===== config.mk =====
export PLATFORM = sky130hd
export DESIGN_NAME = iwdg_kick_master
export DESIGN_NICKNAME = d
export VERILOG_FILES = /design/src/rtl/iwdg_kick_master.sv
export SDC_FILE = /design/constraint.sdc
export NUM_CORES = 1
export LEC_CHECK = 0
export CELL_PAD_IN_SITES_DETAIL_PLACEMENT = 0
export CELL_PAD_IN_SITES_GLOBAL_PLACEMENT = 2
export CORE_UTILIZATION = 27
export CTS_CLUSTER_SIZE = 12
export DETAILED_ROUTE_END_ITERATION = 12
export PLACE_DENSITY_LB_ADDON = 0.1
export SETUP_SLACK_MARGIN = 0.1
export SYNTH_ARGS = -nofsm -noshare
export SYNTH_HDL_FRONTEND = slang
export SYNTH_SLANG_ARGS = --single-unit

===== constraint.sdc =====
create_clock -name clk_m2s -period 4.8 [get_ports clk_m2s]
set_input_delay 0.48 -clock clk_m2s [delete_from_list [all_inputs] [get_ports clk_m2s]]
set_output_delay 0.48 -clock clk_m2s [all_outputs]
set_load 0.02 [all_outputs]

===== src/rtl/iwdg_kick_master.sv =====
// Wishbone master that programs the IWDG (unlock, PR, RLR, start) and then keeps refreshing it.
// Define IWDG_KICK_VERIFY_EN to read the reload register back before starting the watchdog.
module iwdg_kick_master #(
  parameter int          IWDG_KR_SIZE  = 16,
  parameter int          IWDG_PR_SIZE  = 3,
  parameter int          IWDG_RLR_SIZE = 12,
  parameter int          PERIOD_SIZE   = 16,
  parameter int          ACK_TIMEOUT   = 16,
  parameter logic [31:0] BASE_ADR      = 32'h0100_0000,
  parameter logic [31:0] IWDG_KR_ADR   = BASE_ADR + 32'h0,
  parameter logic [31:0] IWDG_PR_ADR   = BASE_ADR + 32'h4,
  parameter logic [31:0] IWDG_RLR_ADR  = BASE_ADR + 32'h8
) (
  input  logic                     clk_m2s,
  input  logic                     rst_m2s,
  input  logic                     start,
  input  logic [IWDG_PR_SIZE-1:0]  cfg_pr,
  input  logic [IWDG_RLR_SIZE-1:0] cfg_rlr,
  input  logic [PERIOD_SIZE-1:0]   kick_period,
  input  logic                     kick_req,
  output logic [IWDG_KR_SIZE-1:0]  dat_m2s,
  output logic [31:0]              adr_m2s,
  output logic                     cyc_m2s,
  output logic                     stb_m2s,
  output logic                     we_m2s,
  input  logic [IWDG_KR_SIZE-1:0]  dat_s2m,
  input  logic                     ack_s2m,
  output logic                     running,
  output logic                     busy,
  output logic                     err
);

  localparam int                      TO_W       = $clog2(ACK_TIMEOUT + 1);
  localparam logic [TO_W-1:0]         TO_LAST    = TO_W'(ACK_TIMEOUT - 1);
  localparam logic [IWDG_KR_SIZE-1:0] KEY_UNLOCK = IWDG_KR_SIZE'(16'h5555);
  localparam logic [IWDG_KR_SIZE-1:0] KEY_START  = IWDG_KR_SIZE'(16'hCCCC);
  localparam logic [IWDG_KR_SIZE-1:0] KEY_RELOAD = IWDG_KR_SIZE'(16'hAAAA);

  typedef enum logic [3:0] {
    ST_IDLE, ST_UNLOCK, ST_WR_PR, ST_WR_RLR, ST_VERIFY, ST_START, ST_RUN, ST_RELOAD, ST_ERROR
  } state_t;

  state_t                   r_state;
  logic [IWDG_PR_SIZE-1:0]  r_pr;
  logic [IWDG_RLR_SIZE-1:0] r_rlr;
  logic [PERIOD_SIZE-1:0]   r_timer;
  logic [TO_W-1:0]          r_to_cnt;
  logic                     r_pend;
  logic                     r_cyc, r_stb, r_we, r_busy, r_running, r_err;
  logic [31:0]              r_adr;
  logic [IWDG_KR_SIZE-1:0]  r_dat;

  logic [31:0]              w_adr;
  logic [IWDG_KR_SIZE-1:0]  w_dat;
  logic                     w_we;
  state_t                   w_next;
  logic                     w_expire;
  logic                     w_active;
  logic                     w_unused;

  assign w_unused = ^dat_s2m;
  assign w_active = (r_state != ST_IDLE) && (r_state != ST_ERROR);
  assign w_expire = (kick_period != '0) && (r_timer == '0);

  // Transaction issued by the current bus state; narrow fields are zero-extended.
  always_comb begin
    w_adr = IWDG_KR_ADR;
    w_dat = KEY_RELOAD;
    w_we  = 1'b1;
    case (r_state)
      ST_UNLOCK: w_dat = KEY_UNLOCK;
      ST_WR_PR:  begin w_adr = IWDG_PR_ADR;  w_dat = IWDG_KR_SIZE'(r_pr);  end
      ST_WR_RLR: begin w_adr = IWDG_RLR_ADR; w_dat = IWDG_KR_SIZE'(r_rlr); end
      ST_VERIFY: begin w_adr = IWDG_RLR_ADR; w_dat = '0; w_we = 1'b0; end
      ST_START:  w_dat = KEY_START;
      default:   ;
    endcase
  end

  always_comb begin
    w_next = ST_RUN;
    case (r_state)
      ST_UNLOCK: w_next = ST_WR_PR;
      ST_WR_PR:  w_next = ST_WR_RLR;
`ifdef IWDG_KICK_VERIFY_EN
      ST_WR_RLR: w_next = ST_VERIFY;
      ST_VERIFY: w_next = (dat_s2m[IWDG_RLR_SIZE-1:0] == r_rlr) ? ST_START : ST_ERROR;
`else
      ST_WR_RLR: w_next = ST_START;
`endif
      default:   w_next = ST_RUN;
    endcase
  end

  always_ff @(posedge clk_m2s) begin
    if (rst_m2s) begin
      r_state   <= ST_IDLE;
      r_pr      <= '0;
      r_rlr     <= '0;
      r_timer   <= '0;
      r_to_cnt  <= '0;
      r_pend    <= 1'b0;
      r_cyc     <= 1'b0;
      r_stb     <= 1'b0;
      r_we      <= 1'b0;
      r_busy    <= 1'b0;
      r_running <= 1'b0;
      r_err     <= 1'b0;
      r_adr     <= '0;
      r_dat     <= '0;
    end else begin
      if (kick_req && w_active) r_pend <= 1'b1;
      case (r_state)
        ST_IDLE, ST_ERROR: begin
          if (start) begin
            r_pr     <= cfg_pr;
            r_rlr    <= cfg_rlr;
            r_err    <= 1'b0;
            r_pend   <= 1'b0;
            r_adr    <= IWDG_KR_ADR;
            r_dat    <= KEY_UNLOCK;
            r_we     <= 1'b1;
            r_cyc    <= 1'b1;
            r_stb    <= 1'b1;
            r_busy   <= 1'b1;
            r_to_cnt <= '0;
            r_state  <= ST_UNLOCK;
          end
        end
        ST_RUN: begin
          if (r_pend || w_expire) begin
            // NOTE: this later non-blocking write overrides the set above, so a kick landing on
            // the issuing edge is absorbed by the refresh being issued.
            r_pend   <= 1'b0;
            r_adr    <= IWDG_KR_ADR;
            r_dat    <= KEY_RELOAD;
            r_we     <= 1'b1;
            r_cyc    <= 1'b1;
            r_stb    <= 1'b1;
            r_busy   <= 1'b1;
            r_to_cnt <= '0;
            r_state  <= ST_RELOAD;
          end else if (kick_period != '0) begin
            r_timer <= r_timer - 1'b1;
          end
        end
        default: begin
          if (!r_stb) begin
            // Strobe was low for at least one cycle since the last ack: start this state's access.
            r_adr    <= w_adr;
            r_dat    <= w_dat;
            r_we     <= w_we;
            r_cyc    <= 1'b1;
            r_stb    <= 1'b1;
            r_busy   <= 1'b1;
            r_to_cnt <= '0;
          end else if (ack_s2m) begin
            r_cyc   <= 1'b0;
            r_stb   <= 1'b0;
            r_busy  <= 1'b0;
            r_state <= w_next;
            if (w_next == ST_RUN) begin
              r_running <= 1'b1;
              r_timer   <= kick_period - 1'b1;
            end
            if (w_next == ST_ERROR) begin
              r_err     <= 1'b1;
              r_running <= 1'b0;
              r_pend    <= 1'b0;
            end
          end else if (r_to_cnt == TO_LAST) begin
            r_cyc     <= 1'b0;
            r_stb     <= 1'b0;
            r_busy    <= 1'b0;
            r_err     <= 1'b1;
            r_running <= 1'b0;
            r_pend    <= 1'b0;
            r_state   <= ST_ERROR;
          end else begin
            r_to_cnt <= r_to_cnt + 1'b1;
          end
        end
      endcase
    end
  end

  assign dat_m2s = r_dat;
  assign adr_m2s = r_adr;
  assign cyc_m2s = r_cyc;
  assign stb_m2s = r_stb;
  assign we_m2s  = r_we;
  assign running = r_running;
  assign busy    = r_busy;
  assign err     = r_err;

endmodule


== Word-level counts from Yosys, hierarchy flattened ==
Index checks and enable logic that the tools add are counted.
Storage, ports and cells
  register bits: 94
  logic and storage cells: 127
  bits of input ports: 52
Cells by class
  eq/ne operators: 21
  mux-type cells: 59
  add/subtract/negate cells: 3
  bitwise operators: 3
  reduce and logical (&&, ||, !) cells: 28
Operator list (number)
  2-to-1 mux 16 bit: 8
  2-to-1 mux 32 bit: 3
  case mux 16 bit (5 select lines): 1
  case mux 16 bit (2 select lines): 2
  case mux 32 bit (2 select lines): 1
  subtractor 16 x 1 -> 16 bit, second input constant: 2
  2-to-1 mux 1 bit: 25
  2-to-1 mux 5 bit: 5
  2-to-1 mux 4 bit: 5
  equality test 4 x 3 -> 1 bit, second input constant: 4
  zero test 16 bit: 1
  case mux 4 bit (2 select lines): 2
  nonzero test 16 bit: 1
  AND reduction 4 bit: 3
  case mux 1 bit (2 select lines): 5
  case mux 5 bit (2 select lines): 1
  nonzero test 2 bit: 5
  != test 3 x 1 -> 1 bit, second input constant: 3
  case mux 3 bit (3 select lines): 1
  equality test 4 x 2 -> 1 bit, second input constant: 2
  equality test 4 bit, second input constant: 2
  != test 2 bit, second input constant: 4
  != test 4 x 2 -> 1 bit, second input constant: 2
  nonzero test 4 bit: 2
  other kinds (16): 24

== Logic depth before layout (Yosys ltp) ==
  word-level depth: 8
  mapped depth: 14
  mapped depth without buffers: 9

== Worst setup path before layout ==
Ideal clock, no wire load.
  path type: register to register
  start: register r_state[2]
  end: register r_timer[12]
  slack: 1.212 ns
  clock period less this slack: 3.588 ns
  setup time: 0.070 ns
  stages on the path, launching flop included: 15
  data arrival time: 3.518 ns
  required time: 4.730 ns
  cell sequence: dfxtp_1 -> buf_2 -> nand4bb_1 -> clkbuf_1 -> clkbuf_1 -> buf_1 -> mux2i_1 -> ha_1 -> clkbuf_1 -> or3b_2 -> nor4_1 -> a21oi_1 -> a2111oi_0 -> o32ai_1 -> a21oi_1
On the way
  cells in the longest elaborated chain, start to end: 5
Ends and longest elaborated chain
  start: declaration: RTL line 43  | state_t r_state;
  start signal: assignment: RTL line 161  | r_state <= w_next;
  equality test 4 x 2 -> 1 bit or equality test 4 x 1 -> 1 bit (tied branches): RTL line 82  | case (r_state)
  case mux 3 bit (3 select lines): RTL line 82
  equality test 4 x 3 -> 1 bit: RTL line 162  | if (w_next == ST_RUN) begin
  nonzero test 2 bit (no line)
  AND reduction 6 bit (no line)
  end signal: assignment: RTL line 144  | r_timer <= r_timer - 1'b1;
  end signal: assignment: RTL line 164  | r_timer <= kick_period - 1'b1;
  end: declaration: RTL line 46  | logic [PERIOD_SIZE-1:0] r_timer;
Several ways; a longest one is shown, not always the timed one.
A chain may end at the register's enable or synchronous reset.

== Final worst setup path ==
  start: register r_state[3]
  end: register r_timer[12]
Same word-level chain as after synthesis.

==> impl_metrics.env <==
export IMPL_dpl_hpwl_mm=8.731
export IMPL_clock_sinks=65
export IMPL_num_nets_final=623
export IMPL_fin_crit_ns=3.769
export IMPL_hold_viol=0
export IMPL_wl_mm=12.70
export IMPL_status="finished, final reports clean"
export IMPL_final_util=0.3402
export IMPL_drt_initial_drc_count=182
export IMPL_die_h_um=123.6
export IMPL_io_buffers=60
export IMPL_cts_root_buffer="clkbuf_16"
export IMPL_cp_start_kind="flop"
export IMPL_skew_ns=0.007738
export IMPL_num_vias=3896
export IMPL_tns_ns=0
export IMPL_insertion_delay_ns=0.34
export IMPL_synth_edf_count=0
export IMPL_antenna_found_initial=0
export IMPL_fp_coreArea_um2=14480
export IMPL_rsz0062_at_grt="false"
export IMPL_ir_drop_mv=0.2274
export IMPL_cts_tree="yes"
export IMPL_seq_area_um2=1301
export IMPL_yosysTopAreaCell="dfxtp_1"
export IMPL_multi_input_area_um2=2402
export IMPL_crit_type="reg -> reg"
export IMPL_min_path_type="reg -> reg"
export IMPL_area_delta_synth_final_pct=23.34
export IMPL_worst_slack_ns=1.031
export IMPL_cts_setup_buffers=0
export IMPL_maxSlewHeadroom=0.1941
export IMPL_synth_top_area_share=0.3258
export IMPL_drive_gt1_frac=0.07504
export IMPL_clk_pin_slew_ns=0.06
export IMPL_synthTopCellsByArea="dfxtp_1 (33%), a21oi_1 (7.1%), nand2_1 (7.1%), buf_4 (5.6%), nor2_1 (4.4%)"
export IMPL_worstPathArrival_ns=4.04
export IMPL_dp_slack_ns=1.027
export IMPL_numCtsBuffers=9
export IMPL_post_drt_via_cell_ratio=5.147
export IMPL_postPlaceCellArea_um2=4586
export IMPL_synth_cell_type_count=63
export IMPL_die_area_um2=15280
export IMPL_ys_flop_type="dfxtp_1"
export IMPL_synth_seq_area_share=0.3258
export IMPL_grt_max_degree=44
export IMPL_ys_top_cells_by_count="nand2_1 (76), dfxtp_1 (65), a21oi_1 (57), nor2_1 (47), buf_4 (30)"
export IMPL_required_ns=5.07
export IMPL_cts_resized=0
export IMPL_syn_area_per_cell_um2=7.564
export IMPL_fill_cells=1568
export IMPL_drv_cap=0
export IMPL_drcViolationCount=0
export IMPL_ant_nets=0
export IMPL_fp_row_count=44
export IMPL_min_period_over_period=0.7853
export IMPL_drv_slew=0
export IMPL_track_usage=0.1720
export IMPL_synthArstFlopShare=0
export IMPL_antenna_cells=0
export IMPL_clockBufferDepth=2
export IMPL_die_w_um=123.6
export IMPL_worst_slew_pin_slew_ns=1.200
export IMPL_power_leakage_nw=1.754
export IMPL_design_area_um2=4926
export IMPL_htreeDepth=3
export IMPL_grt_remaining_overflow=0
export IMPL_post_synth_top_count_cell="nand2_1"
export IMPL_end_kind="flop"
export IMPL_initial_core_util=0.2758
export IMPL_gp_congestion=0.7570
export IMPL_design_portCount=106
export IMPL_yosys_register_bits=65
export IMPL_drtPass1Iterations=4
export IMPL_power_density_nw_per_um2=429.4
export IMPL_yosysWarnings=0
export IMPL_grt_pass1_vias=3683
export IMPL_finalSetupViolations=0
export IMPL_netlist_area_um2=3994
export IMPL_crit_fanout=28
export IMPL_grt_pass1_wl_mm=19.91
export IMPL_hold_buffers=0
export IMPL_wl_per_cell_um=16.78
export IMPL_clock_fmax_ghz=0.2653
export IMPL_synthCells=528
[cell families after synthesis]
kind of cell             synth area share
AND/OR/NAND/NOR                    0.2832
AO/OA/AOI/OAI                      0.2437
buffers and inverters             0.09900
flip-flops                         0.3258
multiplexers                      0.03352
adder cells (fa/ha/maj)          0.009399
XOR/XNOR                         0.004387
other                           0.0009389
[final timing paths]
| path | from | endpoint | slack, ns | cells past startpoint |
|---|---|---|---|---|
| setup / recovery | r_state[3] | r_timer[12] | 1.03 | 10 |
| hold / removal | adr_m2s[2] | adr_m2s[2] | 0.45 | 2 |
| setup reg to reg | r_state[3] | r_timer[12] | 1.03 | 10 |
| hold reg to reg | adr_m2s[2] | adr_m2s[2] | 0.45 | 2 |
[cell type report]
| type | instances | area share |
|---|---|---|
| inverter | 5 | 0.003810 |
| multi-input combinational | 422 | 0.4877 |
| clock inverter | 4 | 0.01499 |
| timing repair buffer | 65 | 0.1285 |
| tap | 184 | 0.04674 |
| sequential | 65 | 0.2642 |
| clock buffer | 12 | 0.05410 |
[metrics by stage]
| stage | hold WS [ns] | total power [mW] | cells |
|---|---|---|---|
| floorplan | 0.4329 | 1.146 | 556 |
| global placement | 0.4439 | 1.384 | 741 |
| detailed placement | 0.4482 | 1.379 | 741 |
| CTS | 0.4568 | 2.147 | 757 |
| global route | 0.4818 | 2.242 | 757 |
| finish | 0.4546 | 2.115 | 757 |
[state kept, by name, indices dropped and copies added, names as in the netlist]
| register | count |
|---|---|
| r_rlr | 12 |
| r_state | 4 |
| stb_m2s | 1 |
| r_pend | 1 |
| busy | 1 |
| we_m2s | 1 |
| err | 1 |
| dat_m2s | 16 |
| adr_m2s | 3 |
| r_pr | 3 |
| r_to_cnt | 5 |
| r_timer | 16 |
| running | 1 |
[metal layers]
| metal | share of wire | GRT usage |
|---|---|---|
| met5 | 0 | 0 |
| met3 | 0.043 | 0.04258 |
| met2 | 0.49 | 0.2896 |
| met1 | 0.45 | 0.2136 |
| met4 | 0.011 | 0.05572 |
[cells in the final DEF (no fill, tap or decap), drive strengths merged, types with 4 or more instances in the layout]
| cell | n |
|---|---|
| nor2 | 47 |
| conb | 29 |
| or4 | 8 |
| o21ai | 29 |
| buf | 6 |
| or3 | 12 |
| a21o | 6 |
| mux2i | 10 |
| nand4 | 5 |
| clkdlybuf4s50 | 59 |
| inv | 5 |
| clkbuf | 12 |
| nor3 | 23 |
| a211oi | 12 |
| nand2b | 7 |
| dfxtp | 65 |
| nand2 | 76 |
| o31ai | 5 |
| nand3 | 9 |
| and3 | 4 |
| o211ai | 4 |
| a31oi | 6 |
| a21oi | 57 |
| nor4 | 13 |
| o311ai | 4 |
| or2 | 4 |
[power breakdown]
group | total [mW] | switching (mW) | internal, mW | leakage, nW
combinational | 0.673 | 0.419 | 0.253 | 1.05
clock | 0.754 | 0.257 | 0.497 | 0.169
sequential | 0.688 | 0.0647 | 0.624 | 0.532
[critical path: stages (launching register included)]
cell and delay, ns:
dfxtp_1 0.73, nand4bb_1 0.29, buf_4 0.36, mux2i_1 0.23, ha_1 0.43, or3b_2 0.48
nor4_1 0.39, a21oi_1 0.12, a2111oi_0 0.37, o32ai_1 0.16, a21oi_1 0.14
Note: power is estimated with default switching activity, not from simulation.
